<file path="src/rtl/kernel_sequencer.sv">
// rtl/kernel_sequencer.sv - ALU kernel-reduction sequencer with pipeline arbitration
// Optional zero-lane skipping is enabled with `define KSEQ_ZERO_SKIP_EN.
module kernel_sequencer #(
    parameter int BUS   = 4,
    parameter int LANES = 4
) (
    input  logic                 clk,
    input  logic                 rst_n,
    input  logic                 start,
    input  logic [LANES-1:0]     kernel_reg,
    input  logic [LANES*BUS-1:0] cache,
    output logic                 busy,
    output logic                 done,
    output logic [BUS-1:0]       kernel_result,
    output logic [3:0]           kernel_flags,
    input  logic                 pipe_valid,
    input  logic [BUS-1:0]       pipe_opa,
    input  logic [BUS-1:0]       pipe_opb,
    input  logic [1:0]           pipe_funtype,
    input  logic [1:0]           pipe_funcode,
    output logic                 pipe_stall,
    output logic [BUS-1:0]       alu_opa,
    output logic [BUS-1:0]       alu_opb,
    output logic [1:0]           alu_funtype,
    output logic [1:0]           alu_funcode,
    input  logic [BUS-1:0]       alu_result,
    input  logic [3:0]           alu_cpsr
);

    localparam int IW = (LANES > 1) ? $clog2(LANES) : 1;

    typedef enum logic [1:0] {
        IDLE = 2'd0,
        STEP = 2'd1,
        DONE = 2'd2
    } state_t;

    state_t               state;
    logic [LANES*BUS-1:0] cache_q;
    logic [LANES-1:0]     kern_q;
    logic [BUS-1:0]       acc;
    logic [3:0]           flags;
    logic [IW-1:0]        idx;
    logic [BUS-1:0]       lane_val;

    assign lane_val = cache_q[idx*BUS +: BUS];

`ifdef KSEQ_ZERO_SKIP_EN
    logic [LANES-1:0] nz_in;
    logic [LANES-1:0] nz_q;
    logic [IW:0]      first_lane;
    logic [IW:0]      next_lane;

    // Returns {found, index} of the lowest nonzero lane at or above 'from'.
    function automatic logic [IW:0] find_lane(input logic [LANES-1:0] nz, input int from);
        logic [IW:0] r;
        r = '0;
        for (int i = LANES - 1; i >= 0; i--) begin
            if (i >= from && nz[i]) begin
                r = {1'b1, IW'(i)};
            end
        end
        return r;
    endfunction

    always_comb begin
        nz_in = '0;
        nz_q  = '0;
        for (int i = 0; i < LANES; i++) begin
            nz_in[i] = |cache[i*BUS +: BUS];
            nz_q[i]  = |cache_q[i*BUS +: BUS];
        end
        first_lane = find_lane(nz_in, 0);
        next_lane  = find_lane(nz_q, int'(idx) + 1);
    end
`endif

    always_ff @(posedge clk or negedge rst_n) begin
        if (!rst_n) begin
            state         <= IDLE;
            cache_q       <= '0;
            kern_q        <= '0;
            acc           <= '0;
            flags         <= '0;
            idx           <= '0;
            done          <= 1'b0;
            kernel_result <= '0;
            kernel_flags  <= '0;
        end else begin
            done <= 1'b0;
            case (state)
                IDLE: begin
                    if (start) begin
                        cache_q <= cache;
                        kern_q  <= kernel_reg;
                        acc     <= '0;
                        flags   <= '0;
`ifdef KSEQ_ZERO_SKIP_EN
                        if (first_lane[IW]) begin
                            idx   <= first_lane[IW-1:0];
                            state <= STEP;
                        end else begin
                            idx           <= '0;
                            state         <= DONE;
                            done          <= 1'b1;
                            kernel_result <= '0;
                            kernel_flags  <= '0;
                        end
`else
                        idx   <= '0;
                        state <= STEP;
`endif
                    end
                end
                STEP: begin
                    acc   <= alu_result;
                    flags <= alu_cpsr;
`ifdef KSEQ_ZERO_SKIP_EN
                    if (!next_lane[IW]) begin
`else
                    if (idx == IW'(LANES - 1)) begin
`endif
                        state         <= DONE;
                        done          <= 1'b1;
                        kernel_result <= alu_result;
                        kernel_flags  <= alu_cpsr;
                    end else begin
`ifdef KSEQ_ZERO_SKIP_EN
                        idx <= next_lane[IW-1:0];
`else
                        idx <= idx + IW'(1);
`endif
                    end
                end
                DONE: begin
                    state <= IDLE;
                end
                default: begin
                    state <= IDLE;
                end
            endcase
        end
    end

    // The sequencer owns the ALU only in STEP; DONE already hands it back.
    always_comb begin
        alu_opa     = pipe_opa;
        alu_opb     = pipe_opb;
        alu_funtype = pipe_funtype;
        alu_funcode = pipe_funcode;
        if (state == STEP) begin
            alu_opa     = acc;
            alu_opb     = lane_val;
            alu_funtype = 2'b00;
            alu_funcode = kern_q[idx] ? 2'b00 : 2'b01;
        end
    end

    assign busy       = (state != IDLE);
    assign pipe_stall = pipe_valid & (state == STEP);

endmodule
</file>
<file path="config.mk">
export PLATFORM = sky130hd
export DESIGN_NAME = kernel_sequencer
export DESIGN_NICKNAME = d
export VERILOG_FILES = /design/src/rtl/kernel_sequencer.sv
export SDC_FILE = /design/constraint.sdc
export NUM_CORES = 1
export LEC_CHECK = 0
export ABC_AREA = 1
export BUFFER_PORTS_ARGS = -buffer_cell sky130_fd_sc_hd__clkbuf_2
export CORE_ASPECT_RATIO = 0.75
export CORE_MARGIN = 5
export CORE_UTILIZATION = 35
export CTS_BUF_LIST = sky130_fd_sc_hd__clkbuf_16
export DETAILED_ROUTE_END_ITERATION = 10
export PLACE_DENSITY = 0.67
export SYNTH_ARGS = -nofsm -noshare
export SYNTH_HDL_FRONTEND = slang
export SYNTH_SLANG_ARGS = --single-unit
</file>
<file path="constraint.sdc">
create_clock -name clk -period 2.4 [get_ports clk]
set_input_delay 0.36 -clock clk [delete_from_list [all_inputs] [get_ports clk]]
set_output_delay 0.36 -clock clk [all_outputs]
set_load 0.02 [all_outputs]
</file>
==> flow_summary_export.csv <==
group,metric,value,unit
critical_path,crit_type,"register to primary output",
synthesis,ys_types,17,
clock_network,numCtsBuffers,5,
layout,diodes,0,
synthesis,synth_mux_area_share,0,%
route,via_per_inst,4.499,
synthesis,synth-adder-area-share,0.6911,%
floorplanning,floorplan.initialDensity,36.54,%
synthesis,synth-xor-area-share,0,%
route,first_pass_iters,4,
run_status,status,"completed",
sta,max_freq,493.8,MHz
place,dp_slack,692.4,ps
synthesis,synth-simple-area-share,24.60,%
layout,post-route-util,46.29,%
place,dpl.hpwl,3.216,mm
clock_network,postCtsHoldBufs,0,
synthesis,async_flop_share,100.0,%
sta,hold_viol,0,
floorplanning,die_w,93.05,um
route,wl_per_cell,12.00,um
sta,tns,0,ps
clock_network,cts-root-buf,"clkbuf_16",
power_and_ir_drop,peakVddDrop,0.4765,mV
sta,finalSetupViolCount,0,
sta,clock_skew,7.800,ps
clock_network,post_cts_buffers,0,
clock_network,post_cts_resized,0,
layout,nets,333,
synthesis,yosys_register_bits,37,
clock_network,clk-insertion-delay-late,280,ps
route,drt_iter0_markers,72,
synthesis,ys_seq_area_share,51.14,%
power_and_ir_drop,p_leak,0.001317,uW
sta,setup_ws,375.1,ps
place,io_buffers,66,
clock_network,clkSinkCount,37,
route,drc,0,
synthesis,synth_top_area_share,51.14,%
floorplanning,die_area,0.006726,mm2
place,dp_cells,341,
clock_network,cts_tree,"yes",
synthesis,ys_top_cells_by_count,"71 x nand2_1, 37 x dfrtp_1, 33 x inv_1, 21 x nor2_1, 16 x a21oi_2",
critical_path,required,2040,ps
sta,period_share,84.37,%
critical_path,cp.arrival,1660,ps
route,ant_nets,0,
global_route,gr-total-overflow,0,
synthesis,yosys.area.top_type,"dfrtp_1",
floorplanning,io_pins,67,
global_route,grt_pass1_vias,1525,
layout,layout-drive-gt1-share,33.56,%
sta,worst_pin_slew,909.5,ps
layout,synthToLayoutAreaGrowth,26.68,%
layout,fin_cells,349,
synthesis,synth_edf_count,0,
power_and_ir_drop,power.density,1431,mW/mm2
clock_network,cts.clk_slew.worst_paths,60,ps
sta,rsz0062_at_grt,"no",
place,globalplace.congestion,0.7561,
critical_path,critPathLaunchType,"register",
synthesis,syn_area,0.001810,mm2
clock_network,clock_path_buffers,2,
synthesis,yosysWarnings,0,
sta,maxSlewHeadroom,39.37,%
synthesis,synth_compound_area_share,12.16,%
critical_path,critPathCaptureType,"primary output",
sta,slew_viol_final,0,
synthesis,syn_inst,223,
synthesis,synth_most_common_cell,"nand2_1",
synthesis,avgSynthCellArea,8.119,um2
synthesis,synth_nets,268,
floorplanning,core,0.004955,mm2
layout,finalInstanceArea,0.002293,mm2
global_route,antenna_found_initial,0,
global_route,grt_pass1_wl,7.024,mm
floorplanning,die_h,72.29,um
hold_path,hp-class,"input pin to asynchronous set/reset pin",
synthesis,synth_top_family_by_area,"simple AND/OR/NAND/NOR gates",
sta,finalCriticalPeriod,2025,ps
critical_path,crit_fanout,12,
floorplanning,core.rowCount,22,
global_route,grt_max_degree,38,
place,placed_area,0.002151,mm2
synthesis,synth_area_leaders,"dfrtp_1 51%, nand2_1 15%, a21oi_2 7.7%",
route,vias,1570,
clock_network,h-tree-depth,2,
job,cap_viol_max_count,0,
route,wirelength,4.188,mm
global_route,grt_util_all_layers,13.16,%
synthesis,ys.flop_type,"dfrtp_1",
## critical path, cell delays in order (launching register included)
cell and delay, ps:
dfrtp_1 550, inv_1 260, nand2_1 110, nand3_1 70, nand2_1 80, nand2_1 50, nand2_1 80, clkbuf_2 170
## placed cells by master, fill, tap and decap left out, types with 2 or more instances in the layout
cell type,Yosys,routed
o22ai_1,4,4
nand2_2,3,3
inv_1,33,33
nand3_1,14,14
clkinv_2,0,2
nand2_1,71,71
clkbuf_2,0,66
clkbuf_16,0,5
nor2_1,21,21
a21oi_2,16,16
o21ai_1,5,5
o21ai_0,6,6
dfrtp_1,37,37
## state kept, by name (all words and copies together) (netlist names)
name / flops
kernel_flags: 4
done: 1
idx: 2
state: 2
kernel_result: 4
kern_q: 4
cache_q: 16
acc: 4
## cell families after synthesis
| group | after synthesis |
|---|---|
| buffers and inverters | 44 |
| adders and majority gates | 1 |
| AOI/OAI and AO/OA | 31 |
| DFF | 37 |
| and+or+nand+nor | 110 |
## metrics by stage
step,power [uW],hold slack (ps)
global route,3574,264.4
detailed placement,2695,464.0
finish,3283,207.0
floorplan,2270,64.41
CTS,3337,238.7
global placement,2667,461.0
## final timing paths
kind	startpoint	end	slack [ps]	depth (start not counted)
setup / recovery	idx[0]	alu_opb[0]	380	7
hold / removal	rst_n	kernel_result[1]	210	1
setup reg to reg	state[1]	acc[1]	800	4
hold reg to reg	kern_q[1]	kern_q[1]	480	2
max in group asynchronous	rst_n	kernel_flags[3]	1630	1
min in group clk	alu_cpsr[0]	kernel_flags[0]	270	3
## routing by layer
metal,part of all wire (%),vias up,GRT usage [%]
li1,-,815,-
met1,49,709,18.90
met2,43,42,18.60
met3,7.1,4,4.974
met4,0.60,0,3.415
met5,0,-,0
## power by group
group / total [uW] / switching [uW] / internal, uW
logic: 1590 / 1070 / 526
clock network: 623 / 243 / 380
registers: 1070 / 148 / 919
## area by class of cell
cell class / count / area (um2)
Inverter: 35 / 133.9
Clock buffer: 5 / 125.1
Tap cell: 60 / 75.07
Timing Repair Buffer: 67 / 337.8
Multi-Input combinational cell: 142 / 678.2
Fill cell: 507 / 2661
Clock inverter: 3 / 17.52
Sequential cell: 37 / 925.9
Power figures use the tool's default switching activity.
